## src/rtl/db_filter_lt4_pkg.sv

```systemverilog
// Shared types, widths and clip helpers for the normal-strength (bS 1..3) deblocking filter.
package db_filter_lt4_pkg;

    localparam int unsigned PIX_W   = 8;
    localparam int unsigned TC_W    = 5;
    localparam int unsigned BS_W    = 3;
    localparam int unsigned IDX_W   = 6;
    localparam int unsigned ALPHA_W = 8;
    localparam int unsigned BETA_W  = 5;
    localparam int unsigned TCX_W   = 6;
    localparam int unsigned RAW_W   = 11;
    localparam int unsigned SW      = PIX_W + 4;
    localparam int unsigned ROM_AW  = BS_W + IDX_W;

    localparam logic [BS_W-1:0] BS_NONE   = BS_W'(0);
    localparam logic [BS_W-1:0] BS_STRONG = BS_W'(4);

    typedef logic [PIX_W-1:0]     pix_t;
    typedef logic signed [SW-1:0] sw_t;

    typedef struct packed {
        pix_t p2;
        pix_t p1;
        pix_t p0;
        pix_t q0;
        pix_t q1;
        pix_t q2;
    } line_t;

    typedef struct packed {
        logic               chroma;
        logic [BS_W-1:0]    bs;
        logic [ALPHA_W-1:0] alpha;
        logic [BETA_W-1:0]  beta;
        logic [TC_W-1:0]    tc0;
        line_t              px;
    } s1_t;

    typedef struct packed {
        logic                    chroma;
        logic                    flag;
        logic                    ap;
        logic                    aq;
        logic [TCX_W-1:0]        tc;
        logic [TC_W-1:0]         tc0;
        logic signed [RAW_W-1:0] raw;
        line_t                   px;
    } s2_t;

    typedef struct packed {
        logic  filt;
        line_t px;
    } s3_t;

    function automatic pix_t abs_diff(input pix_t a, input pix_t b);
        return (a > b) ? (a - b) : (b - a);
    endfunction

    function automatic sw_t to_sw(input pix_t p);
        return $signed(SW'(p));
    endfunction

    function automatic sw_t clip3(input sw_t lo, input sw_t hi, input sw_t x);
        if (x < lo) return lo;
        if (x > hi) return hi;
        return x;
    endfunction

    function automatic pix_t clip1(input sw_t x);
        if (x < sw_t'(0)) return '0;
        if (x > to_sw({PIX_W{1'b1}})) return '1;
        return PIX_W'(x);
    endfunction

endpackage

```

## src/rtl/rom_clip.sv

```systemverilog
// tC0 lookup indexed by {bS, indexA}; bS outside 1..3 or indexA above 51 returns 0.
module rom_clip
    import db_filter_lt4_pkg::*;
(
    input  logic [ROM_AW-1:0] addr_i,
    output logic [TC_W-1:0]   tc0_o
);

    logic [BS_W-1:0]     bs;
    logic [IDX_W-1:0]    idx;
    logic [3*TC_W-1:0]   row;

    assign bs  = addr_i[ROM_AW-1 -: BS_W];
    assign idx = addr_i[IDX_W-1:0];

    // Row packs {tC0(bS=3), tC0(bS=2), tC0(bS=1)}.
    always_comb begin
        row = '0;
        case (idx)
            6'd17, 6'd18, 6'd19, 6'd20: row = {5'd1,  5'd0,  5'd0};
            6'd21, 6'd22:               row = {5'd1,  5'd1,  5'd0};
            6'd23, 6'd24, 6'd25, 6'd26: row = {5'd1,  5'd1,  5'd1};
            6'd27, 6'd28, 6'd29, 6'd30: row = {5'd2,  5'd1,  5'd1};
            6'd31, 6'd32:               row = {5'd3,  5'd2,  5'd1};
            6'd33:                      row = {5'd3,  5'd2,  5'd2};
            6'd34:                      row = {5'd4,  5'd2,  5'd2};
            6'd35, 6'd36:               row = {5'd4,  5'd3,  5'd2};
            6'd37:                      row = {5'd5,  5'd3,  5'd3};
            6'd38, 6'd39:               row = {5'd6,  5'd4,  5'd3};
            6'd40:                      row = {5'd7,  5'd5,  5'd4};
            6'd41:                      row = {5'd8,  5'd5,  5'd4};
            6'd42:                      row = {5'd9,  5'd6,  5'd4};
            6'd43:                      row = {5'd10, 5'd7,  5'd5};
            6'd44:                      row = {5'd11, 5'd8,  5'd6};
            6'd45:                      row = {5'd13, 5'd8,  5'd6};
            6'd46:                      row = {5'd14, 5'd10, 5'd7};
            6'd47:                      row = {5'd16, 5'd11, 5'd8};
            6'd48:                      row = {5'd18, 5'd12, 5'd9};
            6'd49:                      row = {5'd20, 5'd13, 5'd10};
            6'd50:                      row = {5'd23, 5'd15, 5'd11};
            6'd51:                      row = {5'd25, 5'd17, 5'd13};
            default:                    row = '0;
        endcase
    end

    always_comb begin
        tc0_o = '0;
        case (bs)
            3'd1:    tc0_o = row[TC_W-1:0];
            3'd2:    tc0_o = row[2*TC_W-1:TC_W];
            3'd3:    tc0_o = row[3*TC_W-1:2*TC_W];
            default: tc0_o = '0;
        endcase
    end

endmodule

```

## src/rtl/db_filter_lt4.sv

```systemverilog
// Three-stage normal-strength edge filter: S1 registers inputs and tC0, S2 decides and
// derives tC/raw delta, S3 applies the clipped corrections. A stall freezes every stage.
module db_filter_lt4
    import db_filter_lt4_pkg::*;
(
    input  logic               clk,
    input  logic               rst_n,
    input  logic               in_valid_i,
    output logic               in_ready_o,
    input  logic               chroma_i,
    input  logic [BS_W-1:0]    bs_i,
    input  logic [IDX_W-1:0]   index_a_i,
    input  logic [ALPHA_W-1:0] alpha_i,
    input  logic [BETA_W-1:0]  beta_i,
    input  logic [PIX_W-1:0]   p2_i,
    input  logic [PIX_W-1:0]   p1_i,
    input  logic [PIX_W-1:0]   p0_i,
    input  logic [PIX_W-1:0]   q0_i,
    input  logic [PIX_W-1:0]   q1_i,
    input  logic [PIX_W-1:0]   q2_i,
    output logic               out_valid_o,
    input  logic               out_ready_i,
    output logic [PIX_W-1:0]   p2_o,
    output logic [PIX_W-1:0]   p1_o,
    output logic [PIX_W-1:0]   p0_o,
    output logic [PIX_W-1:0]   q0_o,
    output logic [PIX_W-1:0]   q1_o,
    output logic [PIX_W-1:0]   q2_o,
    output logic               filt_o
);

    logic            advance;
    logic [TC_W-1:0] rom_tc0;
    logic            v1_d, v1_q, v2_d, v2_q, v3_d, v3_q;
    s1_t             s1_d, s1_q;
    s2_t             s2_d, s2_q, s2_calc;
    s3_t             s3_d, s3_q, s3_calc;
    sw_t             raw_full, raw_s, tc_s, tc0_s, delta, avg, dp1, dq1;

    rom_clip u_rom_clip (
        .addr_i ({bs_i, index_a_i}),
        .tc0_o  (rom_tc0)
    );

    assign advance    = !(v3_q && !out_ready_i);
    assign in_ready_o = advance;

    // S2: filter decision, tC and unclipped delta
    always_comb begin
        s2_calc        = '0;
        raw_full       = '0;
        s2_calc.chroma = s1_q.chroma;
        s2_calc.tc0    = s1_q.tc0;
        s2_calc.px     = s1_q.px;
        s2_calc.flag   = (s1_q.bs != BS_NONE) && (s1_q.bs < BS_STRONG)
                       && (abs_diff(s1_q.px.p0, s1_q.px.q0) < s1_q.alpha)
                       && (abs_diff(s1_q.px.p1, s1_q.px.p0) < PIX_W'(s1_q.beta))
                       && (abs_diff(s1_q.px.q1, s1_q.px.q0) < PIX_W'(s1_q.beta));
        s2_calc.ap     = abs_diff(s1_q.px.p2, s1_q.px.p0) < PIX_W'(s1_q.beta);
        s2_calc.aq     = abs_diff(s1_q.px.q2, s1_q.px.q0) < PIX_W'(s1_q.beta);
        s2_calc.tc     = s1_q.chroma
                       ? TCX_W'(s1_q.tc0) + TCX_W'(1)
                       : TCX_W'(s1_q.tc0) + TCX_W'(s2_calc.ap) + TCX_W'(s2_calc.aq);
        raw_full       = ((to_sw(s1_q.px.q0) - to_sw(s1_q.px.p0)) <<< 2)
                       + (to_sw(s1_q.px.p1) - to_sw(s1_q.px.q1)) + sw_t'(4);
        s2_calc.raw    = RAW_W'(raw_full >>> 3);
    end

    // S3: clip delta and apply; p1/q1 corrections only for luma with a flat side
    always_comb begin
        s3_calc.px   = s2_q.px;
        s3_calc.filt = 1'b0;
        raw_s        = sw_t'($signed(s2_q.raw));
        tc_s         = $signed(SW'(s2_q.tc));
        tc0_s        = $signed(SW'(s2_q.tc0));
        delta        = clip3(-tc_s, tc_s, raw_s);
        avg          = (to_sw(s2_q.px.p0) + to_sw(s2_q.px.q0) + sw_t'(1)) >>> 1;
        dp1          = (to_sw(s2_q.px.p2) + avg - (to_sw(s2_q.px.p1) <<< 1)) >>> 1;
        dq1          = (to_sw(s2_q.px.q2) + avg - (to_sw(s2_q.px.q1) <<< 1)) >>> 1;
        if (s2_q.flag) begin
            s3_calc.filt  = 1'b1;
            s3_calc.px.p0 = clip1(to_sw(s2_q.px.p0) + delta);
            s3_calc.px.q0 = clip1(to_sw(s2_q.px.q0) - delta);
            if (!s2_q.chroma && s2_q.ap) begin
                s3_calc.px.p1 = clip1(to_sw(s2_q.px.p1) + clip3(-tc0_s, tc0_s, dp1));
            end
            if (!s2_q.chroma && s2_q.aq) begin
                s3_calc.px.q1 = clip1(to_sw(s2_q.px.q1) + clip3(-tc0_s, tc0_s, dq1));
            end
        end
    end

    // Pipeline advance: data only loads behind a valid beat, everything holds on stall
    always_comb begin
        v1_d = v1_q;
        v2_d = v2_q;
        v3_d = v3_q;
        s1_d = s1_q;
        s2_d = s2_q;
        s3_d = s3_q;
        if (advance) begin
            v1_d = in_valid_i;
            v2_d = v1_q;
            v3_d = v2_q;
            if (in_valid_i) begin
                s1_d.chroma = chroma_i;
                s1_d.bs     = bs_i;
                s1_d.alpha  = alpha_i;
                s1_d.beta   = beta_i;
                s1_d.tc0    = rom_tc0;
                s1_d.px     = {p2_i, p1_i, p0_i, q0_i, q1_i, q2_i};
            end
            if (v1_q) s2_d = s2_calc;
            if (v2_q) s3_d = s3_calc;
        end
    end

    always_ff @(posedge clk or negedge rst_n) begin
        if (!rst_n) begin
            v1_q <= 1'b0;
            v2_q <= 1'b0;
            v3_q <= 1'b0;
            s1_q <= '0;
            s2_q <= '0;
            s3_q <= '0;
        end else begin
            v1_q <= v1_d;
            v2_q <= v2_d;
            v3_q <= v3_d;
            s1_q <= s1_d;
            s2_q <= s2_d;
            s3_q <= s3_d;
        end
    end

    assign out_valid_o = v3_q;
    assign p2_o        = s3_q.px.p2;
    assign p1_o        = s3_q.px.p1;
    assign p0_o        = s3_q.px.p0;
    assign q0_o        = s3_q.px.q0;
    assign q1_o        = s3_q.px.q1;
    assign q2_o        = s3_q.px.q2;
    assign filt_o      = s3_q.filt;

endmodule

```

## config.mk

```make
export PLATFORM = sky130hd
export DESIGN_NAME = db_filter_lt4
export DESIGN_NICKNAME = d
export VERILOG_FILES = /design/src/rtl/db_filter_lt4_pkg.sv /design/src/rtl/rom_clip.sv /design/src/rtl/db_filter_lt4.sv
export SDC_FILE = /design/constraint.sdc
export NUM_CORES = 1
export LEC_CHECK = 0
export CAP_MARGIN = 25
export CORE_MARGIN = 5
export CORE_UTILIZATION = 40
export DETAILED_ROUTE_END_ITERATION = 8
export HOLD_SLACK_MARGIN = 0.02
export PLACE_DENSITY = 0.59
export SLEW_MARGIN = 20
export SYNTH_ARGS = -nofsm -noshare
export SYNTH_HDL_FRONTEND = slang
export SYNTH_HIERARCHICAL = 1
export SYNTH_SLANG_ARGS = --single-unit
```

## constraint.sdc

```tcl
create_clock -name clk -period 12.43 [get_ports clk]
set_input_delay 1.243 -clock clk [delete_from_list [all_inputs] [get_ports clk]]
set_output_delay 1.243 -clock clk [all_outputs]
set_load 0.02 [all_outputs]
```

==> out/results.ini <==
[global_route]
antenna_found_initial=0
grt_pass1_wl_um=81910
grt_pass1_vias=14772
grt_util_all_layers=0.2133
overflow=0
grt_max_degree=119

[setup_path]
slowest_delay_ns=0.76
crit_path_start=s2_q[17]$_DFFE_PN0P_
timing.reg2reg.setup_slack_ns=3.82
cp-start-kind=flop
worst-setup-path-type=flop to flop
endpoint_kind=flop
worstPathMaxFanout=19
cp.required_ns=12.79
arrival_ns=8.98
cp_slowest_cell=a311oi_4
timing.rr.start=s2_q[17]$_DFFE_PN0P_

[placed_design]
place_ws_ns=3.921
port_buffers=125
place_congestion=0.9402
dp_hpwl_um=42450

[die]
die_h_um=220.5
row_count=77
start_util=0.4025
io_pins=126
core_um2=44030
die_w_um=220.5
fp.dieArea_um2=48620

[yosys]
synthArstFlopShare=1.000
synth_cell_types=91
ys_warn_count=6
syn_nets=2317
netlist_top_cells_count=ha_1 (241), dfrtp_1 (194), nand2_1 (172)
synth_top_area_frac=0.2739
synth.avg_cell_area_um2=8.997
syn_area_um2=17720
synth_area_leaders=dfrtp_1 (27%), ha_1 (17%), mux2_2 (6.3%)
post-synth-top-area-cell=dfrtp_1
ys_ff_latch=194
synth_edf_count=0
synthFlopType=dfrtp_1
synth.most_common_cell=ha_1
ys_seq_area_frac=0.2739
syn_inst=1970

[cts]
clk_path_buf_depth=2
cts_buffers=17
cts_root_buf=clkbuf_16
clk_latency_ns=0.47
post-cts-setup-buffer-count=0
clkTransAtPathRegs_ns=0.08
post_cts_resized=0
htreeDepth=4
hold_buffers=0
cts_sinks=194
cts_tree=yes

[route]
wirelength_um=51980
wl_met1_um=24170
wl_met3_um=2380
drtIter0Drc=1066
drtAntennaViolNets=0
highest_layer=met4
routedWlPerCell_um=19.56
routed_via_density=5.583
first_pass_iters=5
vias=14835
drc_errors=0
dr_wl_met2_um=24300

[timing]
whs_ns=0.4774
post-route-period-util=0.6929
rsz0062_at_grt=false
skew_ns=0.01207
finalSetupViolCount=0
fin_setup_tns_ns=0
worst_slack_ns=3.817
fin_crit_ns=8.613
final-hold-violation-count=0
worst_slew_pin_slew_ns=0.8938
drv_slew=0
fmax_mhz=116.1
slew_headroom=0.4041

[worst_hold_path]
hp-class=flop to flop
min_from=q2_o[7]$_DFFE_PN0P_

[final_layout]
drive_gt1_frac=0.08959
fin_nets=2400
register_area_um2=4855
multi_input_area_um2=11920
utilization=0.4561
num-fill-cells=4283
syn_to_final_growth_pct=13.31
antenna_cells=0

[outcome]
status=completed

[run]
drv_cap=0

==> stage by stage <==
step / instances / cell area (um2)
global route: 2657 / 20080
finish: 2657 / 20080
CTS: 2656 / 20050
floorplan: 1970 / 17720
global placement: 2625 / 19490
detailed placement: 2625 / 19490
==> metal layers <==
metal	up-vias	track usage
li1	7220	-
met1	7157	0.2931
met2	388	0.3536
met3	70	0.03284
met4	0	0.05561
met5	-	0
==> placed cells by master, fill, tap and decap left out, types with 24 or more instances in the layout <==
cell               n
a211oi_1          24
clkdlybuf4s50_1  124
o21ai_0          155
nand3_1           26
nor3_1            29
xor2_1            29
nor2_1            91
fa_1              31
mux2_2            99
mux2i_1           35
dfrtp_1          194
o21a_1            34
a21o_1            34
nor2b_1           37
xnor2_1           52
ha_1             241
nand2_1          169
inv_1            171
a21oi_1          138
==> final timing paths <==
kind,to,cells past startpoint
setup reg to reg,q1_o[4]$_DFFE_PN0P_,35
hold reg to reg,q2_o[7]$_DFFE_PN0P_,2
hold / removal,q2_o[7]$_DFFE_PN0P_,2
min in group asynchronous,s1_q[42]$_DFFE_PN0P_,1
setup / recovery,q1_o[4]$_DFFE_PN0P_,35
max in group asynchronous,s1_q[64]$_DFFE_PN0P_,2
==> critical path: cells and delay by family (launching register included) <==
kind | cells | cell delay (ns)
compound gates | 18 | 4.26
fa+ha+maj | 6 | 1.91
simple gates | 6 | 1.21
flops | 1 | 0.42
buf+inv | 3 | 0.33
xor+xnor | 1 | 0.28
mux | 1 | 0.10
==> cell type report <==
class	count	share of cell area
timing repair buffer	134	0.06685
clock buffer	19	0.02206
clock inverter	12	0.005857
multi-input combinational	1530	0.5937
inverter	176	0.03290
tap	592	0.03688
sequential	194	0.2417
==> sequential cells by signal (all words and copies together) (netlist names) <==
register / flops
v1_q: 1
p2_o: 8
q1_o: 8
raw_s: 9
p0_o: 8
v2_q: 1
out_valid_o: 1
s2_q: 63
q0_o: 8
filt_o: 1
s1_q: 70
p1_o: 8
q2_o: 8
==> logic make-up (layout without fill, tap and decap cells) <==
family / count (synthesis) / after routing / synth area share
simple gates: 479 / 479 / 0.1324
flops: 194 / 194 / 0.2739
xor+xnor: 81 / 81 / 0.04003
fa+ha+maj: 273 / 273 / 0.2057
mux: 136 / 136 / 0.08479
compound gates: 561 / 561 / 0.2090
buf+inv: 246 / 341 / 0.05408
Power is not shown: default switching activity piles up to over one toggle a cycle in this logic, so the estimate is an artifact.
